==> src/rtl/bit_deser_if.sv <==
// Bundles the serial-input and word-output handshake of the bit deserializer.
// The slave modport is the deserializer; the master modport is its environment.
interface bit_deser_if #(
    parameter int WIDTH = 8
);
    logic             bit_in;
    logic             bit_vld;
    logic             frame;
    logic [WIDTH-1:0] word_out;
    logic             word_vld;
    logic             word_rdy;
    logic             busy;
    logic             ovf;
    logic             sync_err;
    logic             flag_clr;

    modport master (
        output bit_in, bit_vld, frame, word_rdy, flag_clr,
        input  word_out, word_vld, busy, ovf, sync_err
    );

    modport slave (
        input  bit_in, bit_vld, frame, word_rdy, flag_clr,
        output word_out, word_vld, busy, ovf, sync_err
    );
endinterface

==> src/rtl/bit_deser.sv <==
// Serial-to-parallel deserializer: packs qualified bits into WIDTH-bit words,
// realigned by an optional frame marker, behind a single-entry valid/ready slot.
module bit_deser #(
    parameter int WIDTH     = 8,
    parameter bit MSB_FIRST = 1'b1
) (
    input logic        clk,
    input logic        rst,
    bit_deser_if.slave bus
);
    localparam int            CW   = $clog2(WIDTH);
    localparam logic [CW-1:0] LAST = CW'(WIDTH - 1);

    typedef enum logic {
        IDLE,
        FILL
    } state_e;

    state_e           state_q;
    logic [WIDTH-1:0] sh_q, sh_d;
    logic [WIDTH-1:0] word_q;
    logic [CW-1:0]    cnt_q, cnt_d;
    logic             vld_q;
    logic             ovf_q;
    logic             serr_q;
    logic             accept;
    logic             restart;
    logic             complete;
    logic             slotFree;

    // Stale shift-register bits never need clearing: a full word's worth of shifts pushes them out.
    always_comb begin
        accept   = bus.bit_vld;
        restart  = accept && bus.frame && (cnt_q != '0);
        complete = accept && !bus.frame && (cnt_q == LAST);
        slotFree = !vld_q || bus.word_rdy;
        sh_d     = sh_q;
        cnt_d    = cnt_q;
        if (accept) begin
            if (MSB_FIRST) begin
                sh_d = {sh_q[WIDTH-2:0], bus.bit_in};
            end else begin
                sh_d = {bus.bit_in, sh_q[WIDTH-1:1]};
            end
            if (bus.frame) begin
                cnt_d = CW'(1);
            end else if (complete) begin
                cnt_d = '0;
            end else begin
                cnt_d = cnt_q + CW'(1);
            end
        end
    end

    always_ff @(posedge clk or negedge rst) begin
        if (!rst) begin
            state_q <= IDLE;
            sh_q    <= '0;
            cnt_q   <= '0;
            word_q  <= '0;
            vld_q   <= 1'b0;
            ovf_q   <= 1'b0;
            serr_q  <= 1'b0;
        end else begin
            sh_q  <= sh_d;
            cnt_q <= cnt_d;
            case (state_q)
                IDLE: if (accept)   state_q <= FILL;
                FILL: if (complete) state_q <= IDLE;
            endcase
            // On completion the shifted value is exactly the assembled word.
            if (complete && slotFree) begin
                word_q <= sh_d;
                vld_q  <= 1'b1;
            end else if (bus.word_rdy) begin
                vld_q  <= 1'b0;
            end
            ovf_q  <= (complete && !slotFree) || (ovf_q && !bus.flag_clr);
            serr_q <= restart || (serr_q && !bus.flag_clr);
        end
    end

    assign bus.word_out = word_q;
    assign bus.word_vld = vld_q;
    assign bus.busy     = (state_q == FILL);
    assign bus.ovf      = ovf_q;
    assign bus.sync_err = serr_q;
endmodule

==> src/flat_wrapper.sv <==
// flat-port wrapper written by rule: the top's interface ports become plain ports
module bit_deser_flat 
#(
    parameter int WIDTH     = 8,
    parameter bit MSB_FIRST = 1'b1
)
  (clk, rst, bus_bit_in, bus_bit_vld, bus_frame, bus_word_rdy, bus_flag_clr, bus_word_out, bus_word_vld, bus_busy, bus_ovf, bus_sync_err);
  bit_deser_if #(.WIDTH(WIDTH)) bus_i ();
  input logic clk;
  input logic rst;
  input wire logic [$bits(bus_i.bit_in)-1:0] bus_bit_in;
  input wire logic [$bits(bus_i.bit_vld)-1:0] bus_bit_vld;
  input wire logic [$bits(bus_i.frame)-1:0] bus_frame;
  input wire logic [$bits(bus_i.word_rdy)-1:0] bus_word_rdy;
  input wire logic [$bits(bus_i.flag_clr)-1:0] bus_flag_clr;
  output wire logic [$bits(bus_i.word_out)-1:0] bus_word_out;
  output wire logic [$bits(bus_i.word_vld)-1:0] bus_word_vld;
  output wire logic [$bits(bus_i.busy)-1:0] bus_busy;
  output wire logic [$bits(bus_i.ovf)-1:0] bus_ovf;
  output wire logic [$bits(bus_i.sync_err)-1:0] bus_sync_err;
  assign bus_i.bit_in = bus_bit_in;
  assign bus_i.bit_vld = bus_bit_vld;
  assign bus_i.frame = bus_frame;
  assign bus_i.word_rdy = bus_word_rdy;
  assign bus_i.flag_clr = bus_flag_clr;
  assign bus_word_out = bus_i.word_out;
  assign bus_word_vld = bus_i.word_vld;
  assign bus_busy = bus_i.busy;
  assign bus_ovf = bus_i.ovf;
  assign bus_sync_err = bus_i.sync_err;
  bit_deser #(.WIDTH(WIDTH), .MSB_FIRST(MSB_FIRST)) u_core (.clk(clk), .rst(rst), .bus(bus_i));
endmodule
==> config.mk <==
export PLATFORM = sky130hd
export DESIGN_NAME = bit_deser_flat
export DESIGN_NICKNAME = d
export VERILOG_FILES = /design/src/rtl/bit_deser_if.sv /design/src/rtl/bit_deser.sv /design/src/flat_wrapper.sv
export SDC_FILE = /design/constraint.sdc
export NUM_CORES = 1
export LEC_CHECK = 0
export CORE_MARGIN = 2
export CORE_UTILIZATION = 53
export CTS_CLUSTER_DIAMETER = 200
export DETAILED_ROUTE_END_ITERATION = 12
export PLACE_DENSITY = 0.82
export SLEW_MARGIN = 20
export SYNTH_ARGS = -nofsm -noshare
export SYNTH_HDL_FRONTEND = slang
export SYNTH_SLANG_ARGS = --single-unit
==> constraint.sdc <==
create_clock -name clk -period 2.45 [get_ports clk]
set_input_delay 0.49 -clock clk [delete_from_list [all_inputs] [get_ports clk]]
set_output_delay 0.49 -clock clk [all_outputs]
set_load 0.02 [all_outputs]
Yosys cells after proc, flatten, opt, wreduce, memory -nomap -nowiden --
Index checks and enable logic that the tools add are counted.
Cells by class: $add $sub $neg 1, eq/ne operators 1, multiplexer cells 8, bitwise gates (word level) 1, reduce and logical (&&, ||, !) cells 17
Operator list (count):
- $logic_and A1 B1 Y1 | 8
- $mux W8 | 1
- $mux W3 | 2
- $logic_not A1 Y1 | 4
- $mux W1 | 4
- $add A3 B1 Y3 const B | 1
- $eq A3 B3 Y1 const B | 1
- $logic_or A1 B1 Y1 | 3
- $reduce_bool A3 Y1 | 1
- $pmux W1 S2 | 1
- $reduce_bool A2 Y1 | 1
- $not A1 Y1 | 1
Storage, ports and cells: flip-flop bits (word level) 23, input bits 7, output and inout port bits 12, logic and storage cells 35

Logic depth before layout (Yosys ltp) --
depth after elaboration 5, mapped depth 6, gate-level depth less buffers 5

Worst setup path before layout --
OpenSTA, ideal clock, no wires.
path type register to register, start point register u_core.cnt_q[0], end point register u_core.word_q[0], in the netlist u_core.bus.word_out[0], library setup time 0.125 ns, arrival 1.371 ns, data required time 2.325 ns, path slack 0.954 ns, cell stages (with the launch flop) 7, buffers on the path 1, clock period less this slack 1.496 ns, cells stage by stage dfrtp_1 -> ha_1 -> ha_1 -> nand3b_2 -> nor2b_1 -> buf_4 -> mux2_2
On the way: longest elaborated chain between the ends 3
RTL lines:
- from (decl) | line bit_deser.sv:22 | logic [CW-1:0] cnt_q, cnt_d;
- from (signal assigned) | line bit_deser.sv:66 | cnt_q <= cnt_d;
- $eq A3 B3 Y1 | line bit_deser.sv:35 | complete = accept && !bus.frame && (cnt_q == LAST);
- $logic_and A1 B1 Y1 | line bit_deser.sv:35
- $logic_and A1 B1 Y1 | line bit_deser.sv:72 | if (complete && slotFree) begin
- to (signal assigned) | line bit_deser.sv:60 | word_q <= '0;
- to (signal assigned) | line bit_deser.sv:73 | word_q <= sh_d;
- to (decl) | line bit_deser.sv:21 | logic [WIDTH-1:0] word_q;
No other way between the ends. A chain may end at the register's enable or synchronous reset.

Final worst setup path --
start point input bus_bit_vld, end point register u_core.word_q[2], in the netlist u_core.bus.word_out[2]
On the way: elaborated cells between the ends (all ways) 4, those cells by class mux (1); reduce/logical (3)
RTL lines:
- from (decl) | line flat_wrapper.sv:12 | input wire logic [$bits(bus_i.bit_vld)-1:0] bus_bit_vld;
- $mux W8 | line bit_deser.sv:39 | if (accept) begin
- via u_core.sh_d[2] | line bit_deser.sv:20 | logic [WIDTH-1:0] sh_q, sh_d;
The timed path passes the listed nets, and every way through them passes these cells.

==> key figures <==
Drt
  • Routed Antenna Nets: 0
  • Detailed Route Iter0 Violations: 0
  • Vias: 547
  • Drt via density: 4.80
  • First-pass DRT Iterations: 1
  • Avg WL per Cell: 13.2 um
  • Drt drc: 0
  • Final WL: 1500 um

Place
  • Placed Area: 1160 um^2
  • Pre-CTS WS: 0.302 ns
  • GPL Wtd Cong: 0.724
  • I/O Buffers: 18
  • DP Cell Count: 110
  • Dpl hpwl: 1140 um

Finish
  • Share of cells above drive strength 1: 0.281
  • Most common cell after layout, fill and taps aside: dfrtp_1
  • Register area: 576 um^2
  • Diode count: 0
  • Fill cell count: 128
  • Final cell count without fillers: 114
  • Area delta synth->final: 24.2%
  • Most frequent cells in the layout: dfrtp_1 (23), clkdlybuf4s50_1 (18), mux2_2 (13), inv_1 (6), o21ai_0 (5)
  • Nets: 100
  • Area occupied by multi-input gates: 328 um^2
  • Fin area: 1190 um^2

Floorplan
  • Core box area: 1710 um^2
  • Chip Height: 46.5 um
  • I/O Pins: 19
  • Rows: 15
  • Die footprint: 2160 um^2
  • Die outline width: 46.5 um
  • Starting Density: 0.560

Timing
  • Setup violators final: 0
  • Post-Route Setup TNS: 0 ns
  • Final Hold Vio Count: 0
  • Minimum clock period: 1.81 ns
  • Final period utilization: 0.738
  • Post-route setup slack: 0.643 ns
  • RSZ-0062 raised after global routing: no
  • Least-Margin Pin Slew: 0.310 ns
  • Setup Skew: 0.00533 ns
  • Max Clk Rate: 553 MHz
  • Slew headroom: 0.793
  • Max-slew violation count: 0

Yosys
  • Yosys Warn Count: 0
  • Post-Syn Instances: 67
  • Netlist cell types: 16
  • Synth top area cells: dfrtp_1 (60%), mux2_2 (15%), mux2_4 (6.3%)
  • Net Count, Synth: 77
  • Post-Syn Area per Cell: 14.3 um^2
  • Register area share after synthesis: 0.602
  • Top cell type by total area after synthesis: dfrtp_1
  • Post-synth top area share: 0.602
  • Cell area after synthesis: 956 um^2
  • Seq cells post-synth: 23

Setup path
  • CP Data Arrival Time: 2.01 ns
  • Max FO, Critical Path: 10
  • Critical path launch point type: input port
  • Crit Path Category: in2reg
  • Req. time, crit path: 2.65 ns
  • Crit. End Element: register

Clock network
  • CTS max path bufs: 2
  • Total clock sinks: 23
  • Post-CTS Setup Repair Bufs: 0
  • H-Tree Depth: 1
  • Clock transition at path regs: 0.12 ns
  • Cts hold-fix bufs: 0
  • CTS tree: yes
  • CTS root buffer: clkbuf_4
  • CTS resizes: 0
  • CTS buffer count: 3
  • Clk Latency, worst-skew pair: 0.30 ns

Global routing
  • Total GRT Usage: 0.167
  • Initial antenna violation count: 0
  • First-pass GRT wire length: 2440 um
  • Pin count of the biggest net entering global routing: 24
  • Vias in the first global route: 547
  • Gr ovfl total: 0

Pwr
  • Tot Pwr: 866 uW
  • Max VDD drop: 0.476 mV
  • P per Cell Area: 729 nW/um^2
  • Cell leakage power: 0.553 nW

Outcome
  • Outcome: complete, no violations

Hold path
  • Hold Crit Class: reg2reg

Run
  • Number of max-cap violations: 0
## path summary, 6_finish.rpt
kind | from | slack, ns | endpoint | cells past startpoint
setup / recovery | bus_bit_vld | 0.64 | u_core.bus.word_out[2]$_DFFE_PN0P_ | 4
hold / removal | u_core.sh_q[7]$_DFF_PN0_ | 0.51 | u_core.sh_q[7]$_DFF_PN0_ | 1
setup reg to reg | u_core.cnt_q[0]$_DFFE_PN0P_ | 0.79 | u_core.bus.word_out[2]$_DFFE_PN0P_ | 6
hold reg to reg | u_core.sh_q[7]$_DFF_PN0_ | 0.51 | u_core.sh_q[7]$_DFF_PN0_ | 1
max in group asynchronous | rst | 1.68 | u_core.bus.word_out[5]$_DFFE_PN0P_ | 2
min in group asynchronous | rst | 0.55 | u_core.bus.busy$_DFF_PN0_ | 2
## Yosys cell counts
library cell	number
buf_4	1
buf_6	2
dfrtp_1	23
ha_1	3
inv_1	6
mux2_2	13
mux2_4	4
nand2_1	1
nand2b_1	1
nand3_1	2
nand3b_2	1
nor2_1	2
nor2b_1	1
o211ai_1	1
o21ai_0	5
o22ai_1	1
## stage by stage
step                      hold WS, ns   util
after floorplan                 0.194      -
after global placement          0.477  0.679
after detailed placement        0.490  0.679
after CTS                       0.519  0.695
after global routing            0.542  0.695
final                           0.514  0.695
## per-layer routing
layer | track usage | vias up | routed length (um)
met1 | 0.237 | 267 | 701
met2 | 0.250 | 10 | 741
met5 | 0 | - | 0
met3 | 0.0235 | 2 | 47
li1 | - | 268 | -
met4 | 0.0857 | 0 | 10
## layout make-up
| type | instances | area share |
|---|---|---|
| Inverter | 6 | 0.0190 |
| Tap cell | 25 | 0.0263 |
| Clock buffer | 3 | 0.0190 |
| Multi-Input combinational cell | 35 | 0.276 |
| Clock inverter | 1 | 0.00421 |
| Timing Repair Buffer | 21 | 0.171 |
| Sequential cell | 23 | 0.485 |
## power breakdown
group | switching [mW] | internal (mW) | total, mW
logic | 0.0926 | 0.119 | 0.211
registers | 0.0356 | 0.447 | 0.483
clock network | 0.111 | 0.0609 | 0.172
## worst max-delay path: stages
cell	delay, ns
clkdlybuf4s50_1	0.65
buf_4	0.24
mux2_2	0.36
mux2_2	0.27
## kinds of logic (layout without fill, tap and decap cells)
| group | Yosys count | in the layout | share of synthesized area |
|---|---|---|---|
| DFF | 23 | 23 | 0.602 |
| muxes | 17 | 17 | 0.216 |
| buffers and inverters | 9 | 31 | 0.0550 |
| and+or+nand+nor | 8 | 8 | 0.0471 |
| AOI/OAI and AO/OA | 7 | 7 | 0.0406 |
| adders and majority gates | 3 | 3 | 0.0393 |
## flip-flops by register name, summed over array words and instances (netlist names)
name                 cells
u_core.bus.sync_err      1
u_core.cnt_q             3
u_core.bus.ovf           1
u_core.bus.busy          1
u_core.sh_q              8
u_core.bus.word_vld      1
u_core.bus.word_out      8
(Power assumes the default switching activity.)
